<file path="config.mk">
export PLATFORM = sky130hd
export DESIGN_NAME = upsample_conv_window
export DESIGN_NICKNAME = d
export VERILOG_FILES = /design/src/rtl/upsample_pkg.sv /design/src/rtl/conv_line_buffer.sv /design/src/rtl/upsample_conv_window.sv
export SDC_FILE = /design/constraint.sdc
export NUM_CORES = 1
export LEC_CHECK = 0
export CAP_MARGIN = 20
export CORE_MARGIN = 2
export CORE_UTILIZATION = 40
export DETAILED_ROUTE_END_ITERATION = 10
export GPL_TIMING_DRIVEN = 0
export SETUP_SLACK_MARGIN = 0.02
export SLEW_MARGIN = 20
export SYNTH_ARGS = -nofsm -noshare
export SYNTH_HDL_FRONTEND = slang
export SYNTH_HIERARCHICAL = 1
export SYNTH_SLANG_ARGS = --single-unit
</file>
<file path="constraint.sdc">
create_clock -name clk -period 14.25 [get_ports clk]
set_input_delay 2.85 -clock clk [delete_from_list [all_inputs] [get_ports clk]]
set_output_delay 2.85 -clock clk [all_outputs]
set_load 0.03 [all_outputs]
</file>
<file path="src/rtl/upsample_pkg.sv">
// upsample_pkg: shared sizes, FSM encoding and tap indexing
// for the upsampled-map window generator.
package upsample_pkg;

    localparam int DATA_W_DEF = 16;
    localparam int IMG_W_DEF  = 8;
    localparam int IMG_H_DEF  = 8;
    localparam int ADDR_W_DEF = 6;

    localparam int TAP_ROWS = 3;
    localparam int TAP_COLS = 3;
    localparam int TAP_N    = TAP_ROWS * TAP_COLS;

    typedef enum logic [2:0] {
        ST_IDLE,
        ST_PRIME,
        ST_RUN,
        ST_DRAIN,
        ST_DONE
    } state_e;

    function automatic int tap_idx(input int i, input int j);
        return i * TAP_COLS + j;
    endfunction

endpackage

</file>
<file path="src/rtl/conv_line_buffer.sv">
// conv_line_buffer: two map-wide shift lines feeding a 3x3 tap
// register; tap (i,j) sits at taps_o[(i*3+j)*DATA_W +: DATA_W].
module conv_line_buffer
    import upsample_pkg::*;
#(
    parameter int DATA_W = DATA_W_DEF,
    parameter int IMG_W  = IMG_W_DEF
) (
    input  logic                    clk,
    input  logic                    rst,
    input  logic                    shift_i,
    input  logic [DATA_W-1:0]       pix_i,
    output logic [TAP_N*DATA_W-1:0] taps_o
);

    logic [DATA_W-1:0] line0_q [IMG_W];
    logic [DATA_W-1:0] line1_q [IMG_W];
    logic [DATA_W-1:0] tap_q   [TAP_N];

    // Shift one pixel through lines and taps; bottom-right tap is newest
    always_ff @(posedge clk) begin
        if (!rst) begin
            for (int k = 0; k < IMG_W; k++) begin
                line0_q[k] <= '0;
                line1_q[k] <= '0;
            end
            for (int k = 0; k < TAP_N; k++) begin
                tap_q[k] <= '0;
            end
        end else if (shift_i) begin
            line0_q[0] <= pix_i;
            line1_q[0] <= line0_q[IMG_W-1];
            for (int k = 1; k < IMG_W; k++) begin
                line0_q[k] <= line0_q[k-1];
                line1_q[k] <= line1_q[k-1];
            end
            for (int i = 0; i < TAP_ROWS; i++) begin
                for (int j = 0; j < TAP_COLS - 1; j++) begin
                    tap_q[tap_idx(i, j)] <= tap_q[tap_idx(i, j + 1)];
                end
            end
            tap_q[tap_idx(0, TAP_COLS - 1)] <= line1_q[IMG_W-1];
            tap_q[tap_idx(1, TAP_COLS - 1)] <= line0_q[IMG_W-1];
            tap_q[tap_idx(2, TAP_COLS - 1)] <= pix_i;
        end
    end

    // Flatten the tap array onto the output bus
    always_comb begin
        taps_o = '0;
        for (int k = 0; k < TAP_N; k++) begin
            taps_o[k*DATA_W +: DATA_W] = tap_q[k];
        end
    end

endmodule

</file>
<file path="src/rtl/upsample_conv_window.sv">
// upsample_conv_window: reads the upsampled map once in raster order
// and streams zero-padded 3x3 windows over a valid/ready interface.
module upsample_conv_window
    import upsample_pkg::*;
#(
    parameter int DATA_W = DATA_W_DEF,
    parameter int IMG_W  = IMG_W_DEF,
    parameter int IMG_H  = IMG_H_DEF,
    parameter int ADDR_W = ADDR_W_DEF
) (
    input  logic                     clk,
    input  logic                     rst,
    input  logic                     start,
    output logic                     busy,
    output logic                     done,
    output logic                     rd_en,
    output logic [ADDR_W-1:0]        rd_addr,
    input  logic [DATA_W-1:0]        rd_data,
    output logic                     win_valid,
    input  logic                     win_ready,
    output logic [TAP_N*DATA_W-1:0]  win_data,
    output logic [$clog2(IMG_H)-1:0] win_row,
    output logic [$clog2(IMG_W)-1:0] win_col,
    output logic                     win_last
);

    localparam int ROW_W = $clog2(IMG_H);
    localparam int COL_W = $clog2(IMG_W);
    localparam int NPIX  = IMG_W * IMG_H;
    // Pushes needed until the last window is centred in the taps
    localparam int NPUSH = NPIX + IMG_W + 1;
    localparam int CNT_W = $clog2(NPUSH + 1);

    localparam logic [CNT_W-1:0] RD_END    = CNT_W'(NPIX);
    localparam logic [CNT_W-1:0] PRIME_END = CNT_W'(IMG_W + 2);
    localparam logic [CNT_W-1:0] PUSH_END  = CNT_W'(NPUSH);
    localparam logic [CNT_W-1:0] WIN_FIRST = CNT_W'(IMG_W + 1);
    localparam logic [ROW_W-1:0] ROW_LAST  = ROW_W'(IMG_H - 1);
    localparam logic [COL_W-1:0] COL_LAST  = COL_W'(IMG_W - 1);

    state_e state_q, state_d;

    logic [CNT_W-1:0]  rd_cnt_q, rd_cnt_d;
    logic [CNT_W-1:0]  psh_cnt_q, psh_cnt_d;
    logic              rvalid_q, rvalid_d;
    logic              skid_v_q, skid_v_d;
    logic [DATA_W-1:0] skid_q, skid_d;
    logic              win_v_q, win_v_d;
    logic [ROW_W-1:0]  row_q, row_d;
    logic [COL_W-1:0]  col_q, col_d;

    logic                    can_push;
    logic                    xfer;
    logic                    src_v;
    logic [DATA_W-1:0]       src_pix;
    logic                    push;
    logic [TAP_N*DATA_W-1:0] taps;

    assign can_push  = !win_v_q || win_ready;
    assign xfer      = win_v_q && win_ready;
    assign win_valid = win_v_q;
    assign win_row   = row_q;
    assign win_col   = col_q;
    assign win_last  = win_v_q && (row_q == ROW_LAST) && (col_q == COL_LAST);
    assign rd_addr   = ADDR_W'(rd_cnt_q);

    // FSM state register
    always_ff @(posedge clk) begin
        if (!rst) begin
            state_q <= ST_IDLE;
        end else begin
            state_q <= state_d;
        end
    end

    // FSM next-state logic
    always_comb begin
        state_d = state_q;
        unique case (state_q)
            ST_IDLE:  if (start) state_d = ST_PRIME;
            ST_PRIME: if (rd_cnt_q >= PRIME_END) state_d = ST_RUN;
            ST_RUN:   if (rd_cnt_q == RD_END) state_d = ST_DRAIN;
            ST_DRAIN: if (xfer && win_last) state_d = ST_DONE;
            ST_DONE:  state_d = ST_IDLE;
            default:  state_d = ST_IDLE;
        endcase
    end

    // FSM outputs; reads stop whenever the window slot is blocked
    always_comb begin
        busy  = (state_q != ST_IDLE);
        done  = (state_q == ST_DONE);
        rd_en = ((state_q == ST_PRIME) || (state_q == ST_RUN))
              && (rd_cnt_q != RD_END) && can_push;
    end

    // Counters, skid capture and pixel source selection
    always_comb begin
        rd_cnt_d = rd_cnt_q + CNT_W'(rd_en);
        rvalid_d = rd_en;
        src_v    = 1'b0;
        src_pix  = '0;
        if (skid_v_q) begin
            src_v   = 1'b1;
            src_pix = skid_q;
        end else if (rvalid_q) begin
            src_v   = 1'b1;
            src_pix = rd_data;
        end else if (state_q == ST_DRAIN && psh_cnt_q != PUSH_END) begin
            src_v = 1'b1;
        end
        push      = src_v && can_push;
        psh_cnt_d = psh_cnt_q + CNT_W'(push);

        skid_v_d = skid_v_q;
        skid_d   = skid_q;
        if (push && skid_v_q) begin
            skid_v_d = 1'b0;
        end
        if (rvalid_q && (skid_v_q || !push)) begin
            skid_v_d = 1'b1;
            skid_d   = rd_data;
        end

        win_v_d = win_v_q;
        if (xfer) begin
            win_v_d = 1'b0;
        end
        if (push && psh_cnt_q >= WIN_FIRST) begin
            win_v_d = 1'b1;
        end

        row_d = row_q;
        col_d = col_q;
        if (xfer) begin
            if (col_q == COL_LAST) begin
                col_d = '0;
                if (row_q != ROW_LAST) begin
                    row_d = row_q + 1'b1;
                end
            end else begin
                col_d = col_q + 1'b1;
            end
        end

        if (state_q == ST_DONE) begin
            rd_cnt_d  = '0;
            psh_cnt_d = '0;
            rvalid_d  = 1'b0;
            skid_v_d  = 1'b0;
            win_v_d   = 1'b0;
            row_d     = '0;
            col_d     = '0;
        end
    end

    // Datapath registers
    always_ff @(posedge clk) begin
        if (!rst) begin
            rd_cnt_q  <= '0;
            psh_cnt_q <= '0;
            rvalid_q  <= 1'b0;
            skid_v_q  <= 1'b0;
            skid_q    <= '0;
            win_v_q   <= 1'b0;
            row_q     <= '0;
            col_q     <= '0;
        end else begin
            rd_cnt_q  <= rd_cnt_d;
            psh_cnt_q <= psh_cnt_d;
            rvalid_q  <= rvalid_d;
            skid_v_q  <= skid_v_d;
            skid_q    <= skid_d;
            win_v_q   <= win_v_d;
            row_q     <= row_d;
            col_q     <= col_d;
        end
    end

    conv_line_buffer #(
        .DATA_W (DATA_W),
        .IMG_W  (IMG_W)
    ) u_lb (
        .clk     (clk),
        .rst     (rst),
        .shift_i (push),
        .pix_i   (src_pix),
        .taps_o  (taps)
    );

    // Zero the taps that fall outside the map
    always_comb begin
        win_data = taps;
        for (int i = 0; i < TAP_ROWS; i++) begin
            for (int j = 0; j < TAP_COLS; j++) begin
                if ((i == 0 && row_q == '0)
                    || (i == TAP_ROWS - 1 && row_q == ROW_LAST)
                    || (j == 0 && col_q == '0)
                    || (j == TAP_COLS - 1 && col_q == COL_LAST)) begin
                    win_data[tap_idx(i, j)*DATA_W +: DATA_W] = '0;
                end
            end
        end
    end

endmodule

</file>
==> results.md <==
- First-pass GRT wire length: ~50000 um
- Outcome: finished clean
- Crit share post-route: 0.5472
- Yosys reg bits: around 350
- Pwr Density: between 100 and 150 nW/um^2
- Switching share of power: 0.2489
- Startpoint Class: input port
- Die H: between 150 and 200 um
- Max Clock Freq: about 130 MHz
- FF+latch area: ~10000 um^2
- Clock power frac: 0.337
- YS warnings: 6
- RSZ-0062 raised after global routing: no
- TritonCTS clock tree: built
- Top FF cell, synth: edfxtp_1
- DR WL/cell: ~17 um
- Crit path max-delay family: buffers and inverters
- # diodes: 0
- Synth unique cells: 42
- Synth Area in Compound Gates: 0.01958
- PnR worst setup slack: around 6500 ps
- Worst setup EP type: primary output
- Place WS: around 6400 ps
- Simple-Gate Fraction of Synth Area: 0.2176
- Mux cell area share after synthesis: 0.001311
- Cell taking the most area after synthesis: edfxtp_1
- Syn Area/Cell: 13.00 um^2
- Area of the multi-input gates: between 3000 and 4000 um^2
- Post-CTS Hold Fix Bufs: 0
- Initial DRC count: slightly below 800
- Mapped Cells: approximately 1200
- Max transition margin: 0.6006
- Die ar.: between 30000 and 40000 um^2
- Die W: about 200 um
- Peak supply drop: between 0.07 and 0.08 mV
- Largest family of logic cells by synthesized area: simple AND/OR/NAND/NOR gates
- Slew at the pin closest to its max-slew limit: slightly below 600 ps
- Clk root buf: clkbuf_16
- Total GRT Usage: 0.1640
- Number of global-route vias before repair: between 8000 and 9000
- Sequential fraction of design power: 0.507
- # rows: between 70 and 80
- Worst-path clk slew: 60 ps
- Global-route congestion overflow total: 0
- Post_cts resized: 0
- Via count: between 9000 and 10000
- Crit-path cells: clkdlybuf4s50_1, nor2b_1, buf_6, nor4_1, clkdlybuf4s50_1
- Core ar.: between 30000 and 40000 um^2
- CTS Buf Count: 37
- Largest net degree at the start of global routing: 58
- Critical path's slowest cell: clkdlybuf4s50_1
- DP HPWL: between 20000 and 25000 um
- Sink Count: between 300 and 400
- Commonest non-fill, non-tap cell in the layout: edfxtp_1
- Max H-tree Level: 2
- Leak: 8.140 nW
- Peak fanout along the critical path: 8
- Worst hold path type: reg -> reg
- Layout cells sized above 1: 0.1537
- Final setup viols: 0
- Most frequent cells in the layout: edfxtp_1 (304), and3_1 (258), clkdlybuf4s50_1 (180)
- WS Path Type: in -> out
- CTS Buffer Depth: 3
- Remaining DRCs: 0
- Count of flip-flops with a built-in enable after synthesis: 304
- P_sw: about 650 uW
- Int Pwr: 1.957 mW
- Final Core Density: 0.5034
- Placer's final routability congestion estimate: 0.8103
- Crit path time final: just under 8000 ps
- Comb power frac: 0.156
- Setup repair bufs after CTS: 0
- Final Hold Vio Count: 0
- Setup TNS: 0 ps
- Layout Nets: around 1400
- Synth top area cells: edfxtp_1 (60%), and3_1 (11%), and2_1 (6.1%), buf_4 (5.6%), dfxtp_1 (5.5%)
- I/O pin count: around 180
- Filler Cell Count: roughly 3300
- Clock Skew: around 16 ps
- Via/cell ratio: between 4 and 5
- Sequential fraction of the synthesis area: 0.6529
- Max-Cap Viols: 0
- Max Slew Vio Count: 0
- Fin cells: between 1500 and 2000
- Antenna violations before repair: 1
- WL final: about 33000 um
- PortBufs: 180
- Required @ worst endpoint: about 11000 ps
- Layout area overhead: 24.17%
- Synth Area in Adders: 0.008194
- CP peak stage delay: 760 ps
- Post-Synth XOR/XNOR Area: 0.006883
- Share of the synthesized area in the top cell type: 0.5978
- Initial Util: 0.4054
- Mapped Area: around 15000 um^2
- Bufs and invs on worst path: 3
- Worst skew pair latency: 520 ps
- Most frequent cell on the critical path: clkdlybuf4s50_1
- Placed Cells: between 1500 and 2000
- WP data arrival: 4950 ps
- DRT Pass-1 Iters: 5
- Share of flip-flops with an asynchronous set or reset: 0
- Post-route ant nets: 0
- Total nets after synthesis: 1205
-- power groups by stage --
stage	logic, mW	registers [mW]	clock network (mW)
2_1_floorplan	0.269	1.36	0
3_3_place_gp	0.389	1.40	0
3_5_place_dp	0.408	1.34	0
4_1_cts	0.410	1.32	0.900
5_1_grt	0.438	1.34	0.940
6_report	0.405	1.32	0.878
-- sequential cells by signal (all words and copies together), names as in the netlist --
signal        flops
rd_cnt_q          7
rvalid_q          1
state_q           3
psh_cnt_q         7
win_col           3
win_valid         1
win_row           3
u_lb/tap_q      143
skid_v_q          1
u_lb/line0_q     81
skid_q           16
u_lb/line1_q     80
-- path summary, 6_finish.rpt --
check | start | end | slack (ps) | cells past startpoint
worst min-delay path | skid_q[2] | skid_q[2] | 460 | 2
worst min register to register | skid_q[2] | skid_q[2] | 460 | 2
worst max-delay path | win_ready | rd_en | 6450 | 5
worst max register to register | rvalid_q | u_lb/tap_q[0][5] | 10400 | 9
-- routing by layer --
metal / track usage / share of wire / vias up
met5: 0 / 0 / -
met4: 0.04198 / 0.019 / 0
met3: 0.02785 / 0.055 / 40
met2: 0.2738 / 0.47 / 266
met1: 0.2227 / 0.46 / 4269
li1: - / - / 4505
-- synthesized netlist by cell type, types with 2 or more instances --
library cell    n
edfxtp_1      304
and3_1        258
and2_1        149
buf_4         114
nand2_1        70
dfxtp_1        42
nor2b_1        37
buf_6          34
clkbuf_1       26
nor2_1         18
o21ai_0        18
a21boi_0       15
ha_1           10
nand3_1        10
buf_2           9
xor2_1          8
inv_1           6
a21oi_1         5
clkbuf_2        5
nand2b_1        4
nor4_1          4
xnor2_1         4
nor3b_1         3
mux2i_1         2
nand4_1         2
nor3_1          2
-- through the flow --
step	power, mW	hold WS (ps)	area (um^2)
2_1_floorplan	1.629	435.3	15270
3_3_place_gp	1.791	446.0	17710
3_5_place_dp	1.750	459.0	17860
4_1_cts	2.632	466.5	18960
5_1_grt	2.713	495.1	18960
6_report	2.606	463.5	18960
-- cell type report --
type,instances,area share
Clock inverter,19,0.006533
Sequential cell,346,0.5258
Multi-Input combinational cell,635,0.2046
Inverter,6,0.001188
Clock buffer,46,0.05174
Tap cell,511,0.03372
Timing Repair Buffer,185,0.1023
Buffer,188,0.07417
-- worst min-delay path: stages, from the launching register on --
cell and delay [ps]:
dfxtp_1 310, nand2_1 50, a21boi_1 50
-- cells by family (layout without fill, tap and decap cells) --
group / count (synthesis) / in the layout
compound gates: 47 / 47
xor+xnor: 12 / 12
fa+ha+maj: 10 / 10
buf+inv: 194 / 444
flops: 346 / 346
mux: 2 / 2
simple gates: 564 / 564
Note: power is estimated with default switching activity, not from simulation.
